--- config.mk ---
export PLATFORM = sky130hd
export DESIGN_NAME = sm4_stream_sched
export DESIGN_NICKNAME = d
export VERILOG_FILES = /design/src/rtl/sm4_pkg.sv /design/src/rtl/sm4_out_fifo.sv /design/src/rtl/sm4_stream_sched.sv
export SDC_FILE = /design/constraint.sdc
export NUM_CORES = 2
export LEC_CHECK = 0
export BUFFER_PORTS_ARGS = -buffer_cell sky130_fd_sc_hd__clkbuf_2
export CELL_PAD_IN_SITES_DETAIL_PLACEMENT = 1
export CELL_PAD_IN_SITES_GLOBAL_PLACEMENT = 1
export CORE_AREA = 2 2 427 302
export DETAILED_ROUTE_END_ITERATION = 8
export DIE_AREA = 0 0 429 304
export PLACE_DENSITY_LB_ADDON = 0.12
export SLEW_MARGIN = 20
export SYNTH_ARGS = -nofsm -noshare
export SYNTH_HDL_FRONTEND = slang
export SYNTH_SLANG_ARGS = --single-unit
--- constraint.sdc ---
create_clock -name i_clk -period 25.2 [get_ports i_clk]
set_clock_uncertainty 0.05 [all_clocks]
set_input_delay 2.52 -clock i_clk [delete_from_list [all_inputs] [get_ports i_clk]]
set_output_delay 2.52 -clock i_clk [all_outputs]
set_load 0.01 [all_outputs]
--- src/rtl/sm4_pkg.sv ---
// -----------------------------------------------------------------------------
// sm4_pkg
// Shared constants and types for the SM4 stream scheduler.
//   SM4_MODE_*  : encodings of the core's i_mode input
//   ST_*        : scheduler FSM state encodings
//   sm4_entry_t : one output FIFO entry (result block tagged with its mode)
//   sm4_mode_of : maps a request's decrypt flag to the core mode encoding
// -----------------------------------------------------------------------------
package sm4_pkg;

    localparam int SM4_BLK_W = 128;

    localparam logic [1:0] SM4_MODE_IDLE = 2'b00;
    localparam logic [1:0] SM4_MODE_ENC  = 2'b01;
    localparam logic [1:0] SM4_MODE_DEC  = 2'b10;

    localparam logic [2:0] ST_NOKEY  = 3'd0;
    localparam logic [2:0] ST_KPULSE = 3'd1;
    localparam logic [2:0] ST_KWAIT  = 3'd2;
    localparam logic [2:0] ST_RUN    = 3'd3;
    localparam logic [2:0] ST_DRAIN  = 3'd4;

    typedef struct packed {
        logic                 dec;
        logic [SM4_BLK_W-1:0] data;
    } sm4_entry_t;

    function automatic logic [1:0] sm4_mode_of(input logic dec);
        return dec ? SM4_MODE_DEC : SM4_MODE_ENC;
    endfunction

endpackage

--- src/rtl/sm4_out_fifo.sv ---
// -----------------------------------------------------------------------------
// sm4_out_fifo
// Synchronous first-word-fall-through FIFO holding core results and their mode.
// Ports:
//   i_clk, i_rst : clock, asynchronous active-high reset
//   i_push       : write request (i_wdata)
//   i_pop        : read request; the head is always visible on o_rdata
//   o_empty      : no entries stored
//   o_count      : current occupancy
//   o_drop       : a push was refused because the FIFO was full
// -----------------------------------------------------------------------------
module sm4_out_fifo
    import sm4_pkg::*;
#(
    parameter int DEPTH = 8,
    parameter int CNT_W = $clog2(DEPTH + 1)
) (
    input  logic             i_clk,
    input  logic             i_rst,
    input  logic             i_push,
    input  sm4_entry_t       i_wdata,
    input  logic             i_pop,
    output sm4_entry_t       o_rdata,
    output logic             o_empty,
    output logic [CNT_W-1:0] o_count,
    output logic             o_drop
);

    localparam int                PTR_W    = (DEPTH > 1) ? $clog2(DEPTH) : 1;
    localparam logic [PTR_W-1:0]  PTR_LAST = PTR_W'(DEPTH - 1);
    localparam logic [CNT_W-1:0]  CNT_FULL = CNT_W'(DEPTH);

    sm4_entry_t       r_mem [DEPTH];
    logic [PTR_W-1:0] r_wr_ptr;
    logic [PTR_W-1:0] r_rd_ptr;
    logic [CNT_W-1:0] r_count;

    logic w_full;
    logic w_pop;
    logic w_push;

    assign w_full  = (r_count == CNT_FULL);
    assign o_empty = (r_count == '0);
    assign o_count = r_count;
    assign o_rdata = r_mem[r_rd_ptr];

    // A full FIFO can still take a write when the head leaves in the same cycle.
    assign w_pop  = i_pop & ~o_empty;
    assign w_push = i_push & (~w_full | w_pop);
    assign o_drop = i_push & w_full & ~w_pop;

    // NOTE: the storage array has no reset; only pointers and count need one,
    // and leaving it out keeps the array mappable to plain RAM/flops without
    // a reset tree. Stale contents are never visible while o_empty is high.
    always_ff @(posedge i_clk) begin
        if (w_push) begin
            r_mem[r_wr_ptr] <= i_wdata;
        end
    end

    // NOTE: sequential state uses non-blocking assignments only, so every
    // register samples the pre-edge values of the others regardless of
    // process order.
    always_ff @(posedge i_clk or posedge i_rst) begin
        if (i_rst) begin
            r_wr_ptr <= '0;
            r_rd_ptr <= '0;
            r_count  <= '0;
        end else begin
            if (w_push) begin
                r_wr_ptr <= (r_wr_ptr == PTR_LAST) ? '0 : r_wr_ptr + 1'b1;
            end
            if (w_pop) begin
                r_rd_ptr <= (r_rd_ptr == PTR_LAST) ? '0 : r_rd_ptr + 1'b1;
            end
            case ({w_push, w_pop})
                2'b10:   r_count <= r_count + 1'b1;
                2'b01:   r_count <= r_count - 1'b1;
                default: r_count <= r_count;
            endcase
        end
    end

endmodule

--- src/rtl/sm4_stream_sched.sv ---
// -----------------------------------------------------------------------------
// sm4_stream_sched
// Scheduler in front of a pipelined SM4 enc/dec core. Loads keys into the
// core, keeps the core mode stable while blocks are in flight, issues blocks
// under a credit limit and buffers results so downstream may stall.
// Ports:
//   i_clk, i_rst                 : clock, asynchronous active-high reset
//   i_key/i_key_valid/o_key_ready: key load request
//   s_req_*                      : block request (data + decrypt flag)
//   m_valid/m_ready/m_data/m_dec : result stream (FIFO head)
//   o_core_key/o_core_key_valid  : key and one-cycle load pulse to the core
//   o_core_mode                  : core mode (00 idle, 01 enc, 10 dec)
//   o_core_data/o_core_valid     : block issue to the core
//   i_core_ready/data/valid      : core ready and result
//   o_busy                       : blocks in flight or not settled in RUN
//   o_err                        : sticky key timeout / unexpected result
// -----------------------------------------------------------------------------
module sm4_stream_sched
    import sm4_pkg::*;
#(
    parameter int FIFO_DEPTH  = 8,
    parameter int CNT_W       = $clog2(FIFO_DEPTH + 1),
    parameter int KEY_TIMEOUT = 1024
) (
    input  logic         i_clk,
    input  logic         i_rst,
    input  logic [127:0] i_key,
    input  logic         i_key_valid,
    output logic         o_key_ready,
    input  logic         s_req_valid,
    output logic         s_req_ready,
    input  logic         s_req_dec,
    input  logic [127:0] s_req_data,
    output logic         m_valid,
    input  logic         m_ready,
    output logic [127:0] m_data,
    output logic         m_dec,
    output logic [127:0] o_core_key,
    output logic         o_core_key_valid,
    output logic [1:0]   o_core_mode,
    output logic [127:0] o_core_data,
    output logic         o_core_valid,
    input  logic         i_core_ready,
    input  logic [127:0] i_core_data,
    input  logic         i_core_valid,
    output logic         o_busy,
    output logic         o_err
);

    localparam int               TMR_W      = $clog2(KEY_TIMEOUT + 1);
    localparam logic [TMR_W-1:0] TMR_LAST   = TMR_W'(KEY_TIMEOUT - 1);
    localparam logic [CNT_W:0]   CREDIT_MAX = (CNT_W + 1)'(FIFO_DEPTH);

    logic [2:0]       r_state;
    logic [127:0]     r_core_key;
    logic             r_core_key_valid;
    logic [127:0]     r_key_buf;
    logic             r_key_pend;
    logic [1:0]       r_core_mode;
    logic             r_mode_dec;
    logic [127:0]     r_core_data;
    logic             r_core_valid;
    logic [CNT_W-1:0] r_inflight;
    logic [TMR_W-1:0] r_timer;
    logic             r_err;

    logic             w_key_acc;
    logic [1:0]       w_req_mode;
    logic             w_credit_ok;
    logic             w_issue;
    logic             w_drained;
    logic             w_kwait_done;
    logic             w_key_timeout;
    logic             w_spurious;
    sm4_entry_t       w_fifo_wdata;
    sm4_entry_t       w_fifo_rdata;
    logic             w_fifo_empty;
    logic [CNT_W-1:0] w_fifo_count;
    logic             w_fifo_drop;

    // ---------------------------------------------------------------- handshakes
    assign o_key_ready = (r_state == ST_NOKEY) || (r_state == ST_RUN);
    assign w_key_acc   = i_key_valid & o_key_ready;
    assign w_req_mode  = sm4_mode_of(s_req_dec);

    // Blocks in flight plus results waiting must fit in the FIFO, so a result
    // from the core (which cannot be stalled) always finds a free entry.
    assign w_credit_ok = ({1'b0, r_inflight} + {1'b0, w_fifo_count}) < CREDIT_MAX;

    // A key accepted this cycle takes priority over a block request.
    assign s_req_ready = (r_state == ST_RUN) & i_core_ready & (w_req_mode == r_core_mode)
                       & w_credit_ok & ~w_key_acc;
    assign w_issue     = s_req_valid & s_req_ready;

    // The mode may only move once nothing is in the core or in the issue register.
    assign w_drained   = (r_inflight == '0) & ~r_core_valid;

    // i_core_ready may still reflect the previous key right after the pulse,
    // so the first KWAIT cycle (timer == 0) never completes the wait.
    assign w_kwait_done  = (r_timer != '0) & i_core_ready;
    assign w_key_timeout = (r_state == ST_KWAIT) & ~w_kwait_done & (r_timer == TMR_LAST);
    assign w_spurious    = i_core_valid & (r_inflight == '0);

    // ---------------------------------------------------------------- FSM + key
    always_ff @(posedge i_clk or posedge i_rst) begin
        if (i_rst) begin
            r_state          <= ST_NOKEY;
            r_core_key       <= '0;
            r_core_key_valid <= 1'b0;
            r_key_buf        <= '0;
            r_key_pend       <= 1'b0;
            r_core_mode      <= SM4_MODE_IDLE;
            r_mode_dec       <= 1'b0;
            r_timer          <= '0;
        end else begin
            r_core_key_valid <= 1'b0;
            case (r_state)
                ST_NOKEY: begin
                    if (w_key_acc) begin
                        r_core_key       <= i_key;
                        r_core_key_valid <= 1'b1;
                        r_state          <= ST_KPULSE;
                    end
                end
                ST_KPULSE: begin
                    r_timer <= '0;
                    r_state <= ST_KWAIT;
                end
                ST_KWAIT: begin
                    if (w_kwait_done) begin
                        r_core_mode <= sm4_mode_of(r_mode_dec);
                        r_state     <= ST_RUN;
                    end else if (w_key_timeout) begin
                        r_state <= ST_NOKEY;
                    end else begin
                        r_timer <= r_timer + 1'b1;
                    end
                end
                ST_RUN: begin
                    if (w_key_acc) begin
                        // Hold the new key aside; the core keeps the old one
                        // until every block issued under it has returned.
                        r_key_buf  <= i_key;
                        r_key_pend <= 1'b1;
                        r_state    <= ST_DRAIN;
                    end else if (s_req_valid && (w_req_mode != r_core_mode)) begin
                        r_mode_dec <= s_req_dec;
                        r_state    <= ST_DRAIN;
                    end
                end
                ST_DRAIN: begin
                    if (w_drained) begin
                        if (r_key_pend) begin
                            r_core_key       <= r_key_buf;
                            r_core_key_valid <= 1'b1;
                            r_key_pend       <= 1'b0;
                            r_core_mode      <= SM4_MODE_IDLE;
                            r_state          <= ST_KPULSE;
                        end else begin
                            r_core_mode <= sm4_mode_of(r_mode_dec);
                            r_state     <= ST_RUN;
                        end
                    end
                end
                default: r_state <= ST_NOKEY;
            endcase
        end
    end

    // ---------------------------------------------------------------- issue path
    always_ff @(posedge i_clk or posedge i_rst) begin
        if (i_rst) begin
            r_core_valid <= 1'b0;
            r_core_data  <= '0;
        end else begin
            r_core_valid <= w_issue;
            if (w_issue) begin
                r_core_data <= s_req_data;
            end
        end
    end

    // Blocks between acceptance and their result leaving the core.
    always_ff @(posedge i_clk or posedge i_rst) begin
        if (i_rst) begin
            r_inflight <= '0;
        end else begin
            case ({w_issue, i_core_valid})
                2'b10:   r_inflight <= r_inflight + 1'b1;
                2'b01:   r_inflight <= (r_inflight != '0) ? r_inflight - 1'b1 : r_inflight;
                default: r_inflight <= r_inflight;
            endcase
        end
    end

    always_ff @(posedge i_clk or posedge i_rst) begin
        if (i_rst) begin
            r_err <= 1'b0;
        end else if (w_key_timeout || w_spurious || w_fifo_drop) begin
            r_err <= 1'b1;
        end
    end

    // ---------------------------------------------------------------- results
    // The mode is frozen while blocks are in flight, so the live mode is the
    // mode each returning block was processed with.
    assign w_fifo_wdata.dec  = (r_core_mode == SM4_MODE_DEC);
    assign w_fifo_wdata.data = i_core_data;

    sm4_out_fifo #(
        .DEPTH (FIFO_DEPTH),
        .CNT_W (CNT_W)
    ) u_out_fifo (
        .i_clk   (i_clk),
        .i_rst   (i_rst),
        .i_push  (i_core_valid),
        .i_wdata (w_fifo_wdata),
        .i_pop   (m_valid & m_ready),
        .o_rdata (w_fifo_rdata),
        .o_empty (w_fifo_empty),
        .o_count (w_fifo_count),
        .o_drop  (w_fifo_drop)
    );

    assign m_valid = ~w_fifo_empty;
    // Gated so the result bus reads zero rather than stale storage when empty.
    assign m_data  = m_valid ? w_fifo_rdata.data : '0;
    assign m_dec   = m_valid & w_fifo_rdata.dec;

    // ---------------------------------------------------------------- outputs
    assign o_core_key       = r_core_key;
    assign o_core_key_valid = r_core_key_valid;
    assign o_core_mode      = r_core_mode;
    assign o_core_data      = r_core_data;
    assign o_core_valid     = r_core_valid;
    assign o_err            = r_err;
    // NOKEY is idle (nothing to finish), so it does not count as busy.
    assign o_busy = (r_inflight != '0) || ((r_state != ST_RUN) && (r_state != ST_NOKEY));

endmodule
==> run metrics <==
Seq pwr share 0.417; drt pass-1 iters 5; vias in the first global route 32600; sequential cell area fraction in the yosys report 0.735; most frequent cells after synthesis 1032 x edfxtp_1, 419 x dfrtp_1, 408 x nand2_1; slowest stage delay, CP 0.73 ns; most common cell in the synthesized netlist edfxtp_1; first-pass GRT wire length 223000 µm; Final setup violation count 0; layout net count 4436; fin crit share 0.265; # hold bufs at CTS 0; TritonCTS clock tree done; ranking of synthesized cells by area edfxtp_1 55%, dfrtp_1 19%, mux4_2 10%; CTS Buf Count 145; peak supply drop 0.0751 mV; post-route insts no fill 5839; Max Transition Viols Final 0; Logic pwr share 0.310; Util after Layout 0.527; core area 0.127 mm²; PwrDens 119 mW/mm²; min Tclk post-route 6.67 ns; htree depth 4; quantity of gates resized following cts 0; Data required, critical path 22.63 ns; vias 31300; Vias/cell 5.36; Clk network pwr share 0.273; design area 0.0670 mm²; Most used DFF post-synth edfxtp_1; slew margin rel. 0.261; final WL 150000 µm; CTS root buf clkbuf_16; share of the synthesized area in the top cell type 0.550; Die Height 304 µm; WP data arrival 4.10 ns; final count of hold timing violations 0; Worst Hold Class reg2reg; Port Buffer Count 785; dpl cells 5560; # IOs 786; # clock sinks 1451; critical path endpoint category output pin; count of flip-flops with a built-in enable after synthesis 1032; DIE AREA 0.130 mm²; Initial Utilization 0.444; post-synthesis async set-or-reset flop share 0.289; Gate Count Post-Synth 3231; Post-DP Area 0.0622 mm²; CP max-delay cell buf_4; NetSw 2.58 mW; synthesized cell area 0.0564 mm²; Layout area overhead 18.8%; setup TNS 0 ns; largest fanout on the critical path 66; Worst Setup Start Kind register; number of max-cap violations 0; syn_nets 3639; Distinct cells, synth 56; GRT overflow 0; Post-DP HPWL 92800 µm; die width 429 µm; Int Pwr 5.37 mW; fraction of layout cells with a size suffix above 1 0.352; clock-pin slew on the worst setup and hold paths 0.06 ns; Synth Register Bits 1451; DR iter-0 viols 2064; Wirelength per Cell 25.7 µm; CP cell instances buf_12, buf_16, buf_4, mux4_2, mux2i_1, nor2_1, clkbuf_2; Cell Rows 110; largest net degree at the start of global routing 158; CP bufs+invs 4; DRC viols 0; initial antenna violation count 35; Detail Route Antenna Nets 0; CP Class reg2out; status finished clean; Clock Tree Buf Depth 3; Fmax 0.150 GHz; slew at the pin closest to its max-slew limit 1.11 ns; leakage power 26.0 nW; worst skew pair latency 0.77 ns; RSZ-0062 raised after global routing no; gpl congestion 0.801; number of setup buffers added after CTS 0; Sw Share 0.325; CP top delay family buffers and inverters; syn avg cell area 17.5 µm²; leading area contributor after synthesis edfxtp_1; Yosys warnings 0; GRT Util Overall 0.230
[per-layer routing]
| metal | vias up | share of wire | global-route usage |
|---|---|---|---|
| li1 | 13800 | - | - |
| met1 | 16500 | 0.42 | 0.307 |
| met2 | 701 | 0.50 | 0.377 |
| met3 | 233 | 0.050 | 0.0511 |
| met4 | 24 | 0.024 | 0.0733 |
| met5 | - | 0.00087 | 0 |
[placed cells by master (no fill, tap or decap), drive strengths merged, types with 12 or more instances in the layout]
cell / n
edfxtp: 1032
ha: 14
nor2: 274
diode: 18
clkbuf: 966
a21oi: 139
nand2: 408
mux4: 258
dfrtp: 419
mux2i: 263
bufinv: 12
buf: 43
mux2: 131
inv: 24
clkinv: 53
[per-stage QoR]
step           power (mW)  hold WS, ns  setup slack (ns)
6_report             7.95        0.412             18.53
5_1_grt              8.34        0.444             18.12
4_1_cts              8.06        0.419             18.41
3_5_place_dp         5.87        0.406             19.08
3_3_place_gp         5.82        0.398             19.09
2_1_floorplan        4.92        0.387              9.04
[sequential cells by signal (all words and copies together), names as in the netlist, 3 cells and up]
| register | flops |
|---|---|
| o_core_key | 128 |
| u_out_fifo.r_rd_ptr | 3 |
| u_out_fifo.o_count | 4 |
| u_out_fifo.r_wr_ptr | 3 |
| r_inflight | 4 |
| r_key_buf | 128 |
| o_core_data | 128 |
| r_state | 3 |
| r_timer | 11 |
| u_out_fifo.r_mem | 1032 |
[area by class of cell]
type | instances | area, µm²
diodes | 18 | 45.0
clock buffers | 181 | 3970
clock inverters | 79 | 776
fillers | 12100 | 60000
inverters | 15 | 63.8
multi-input cells | 1587 | 14200
flip-flops and latches | 1451 | 41500
well taps | 1680 | 2100
repair buffers | 828 | 4380
[final timing paths]
path                                                    start                     endpoint  slack, ns  cells after the start
max reg2reg                         r_inflight[1]$_DFFE_PP0P_   o_core_key[46]$_DFFE_PP0P_      20.94                      8
max in group asynchronous                               i_rst    r_key_buf[78]$_DFFE_PP0P_      20.93                      4
min                               o_core_data[51]$_DFFE_PP0P_  o_core_data[51]$_DFFE_PP0P_       0.41                      2
max                        u_out_fifo.r_rd_ptr[0]$_DFFE_PP0P_                   m_data[76]      18.53                      7
min reg2reg                       o_core_data[51]$_DFFE_PP0P_  o_core_data[51]$_DFFE_PP0P_       0.41                      2
min in group asynchronous                               i_rst   o_core_data[3]$_DFFE_PP0P_       1.89                      2
[worst register-to-register path: stages, from the launching register on]
cell     delay, ns
dfrtp_1       0.44
nor4_1        0.60
a41oi_1       0.25
nor2_4        0.11
buf_4         0.54
buf_4         0.84
buf_4         1.01
nor2_1        0.17
a21oi_1       0.16
[power groups by stage]
stage | Clock, mW | Combinational [mW] | Sequential (mW)
detailed placement | 0 | 2.51 | 3.36
CTS | 2.22 | 2.52 | 3.32
finish | 2.17 | 2.46 | 3.32
global route | 2.31 | 2.66 | 3.37
global placement | 0 | 2.48 | 3.34
floorplan | 0 | 1.52 | 3.40
[cell families after synthesis]
kind of cell / share of synthesized area
AO/OA/AOI/OAI: 0.0165
multiplexers: 0.176
adder cells (fa/ha/maj): 0.00382
AND/OR/NAND/NOR: 0.0524
buffers and inverters: 0.0147
flip-flops: 0.735
XOR/XNOR: 0.00124
(Power assumes the default switching activity.)
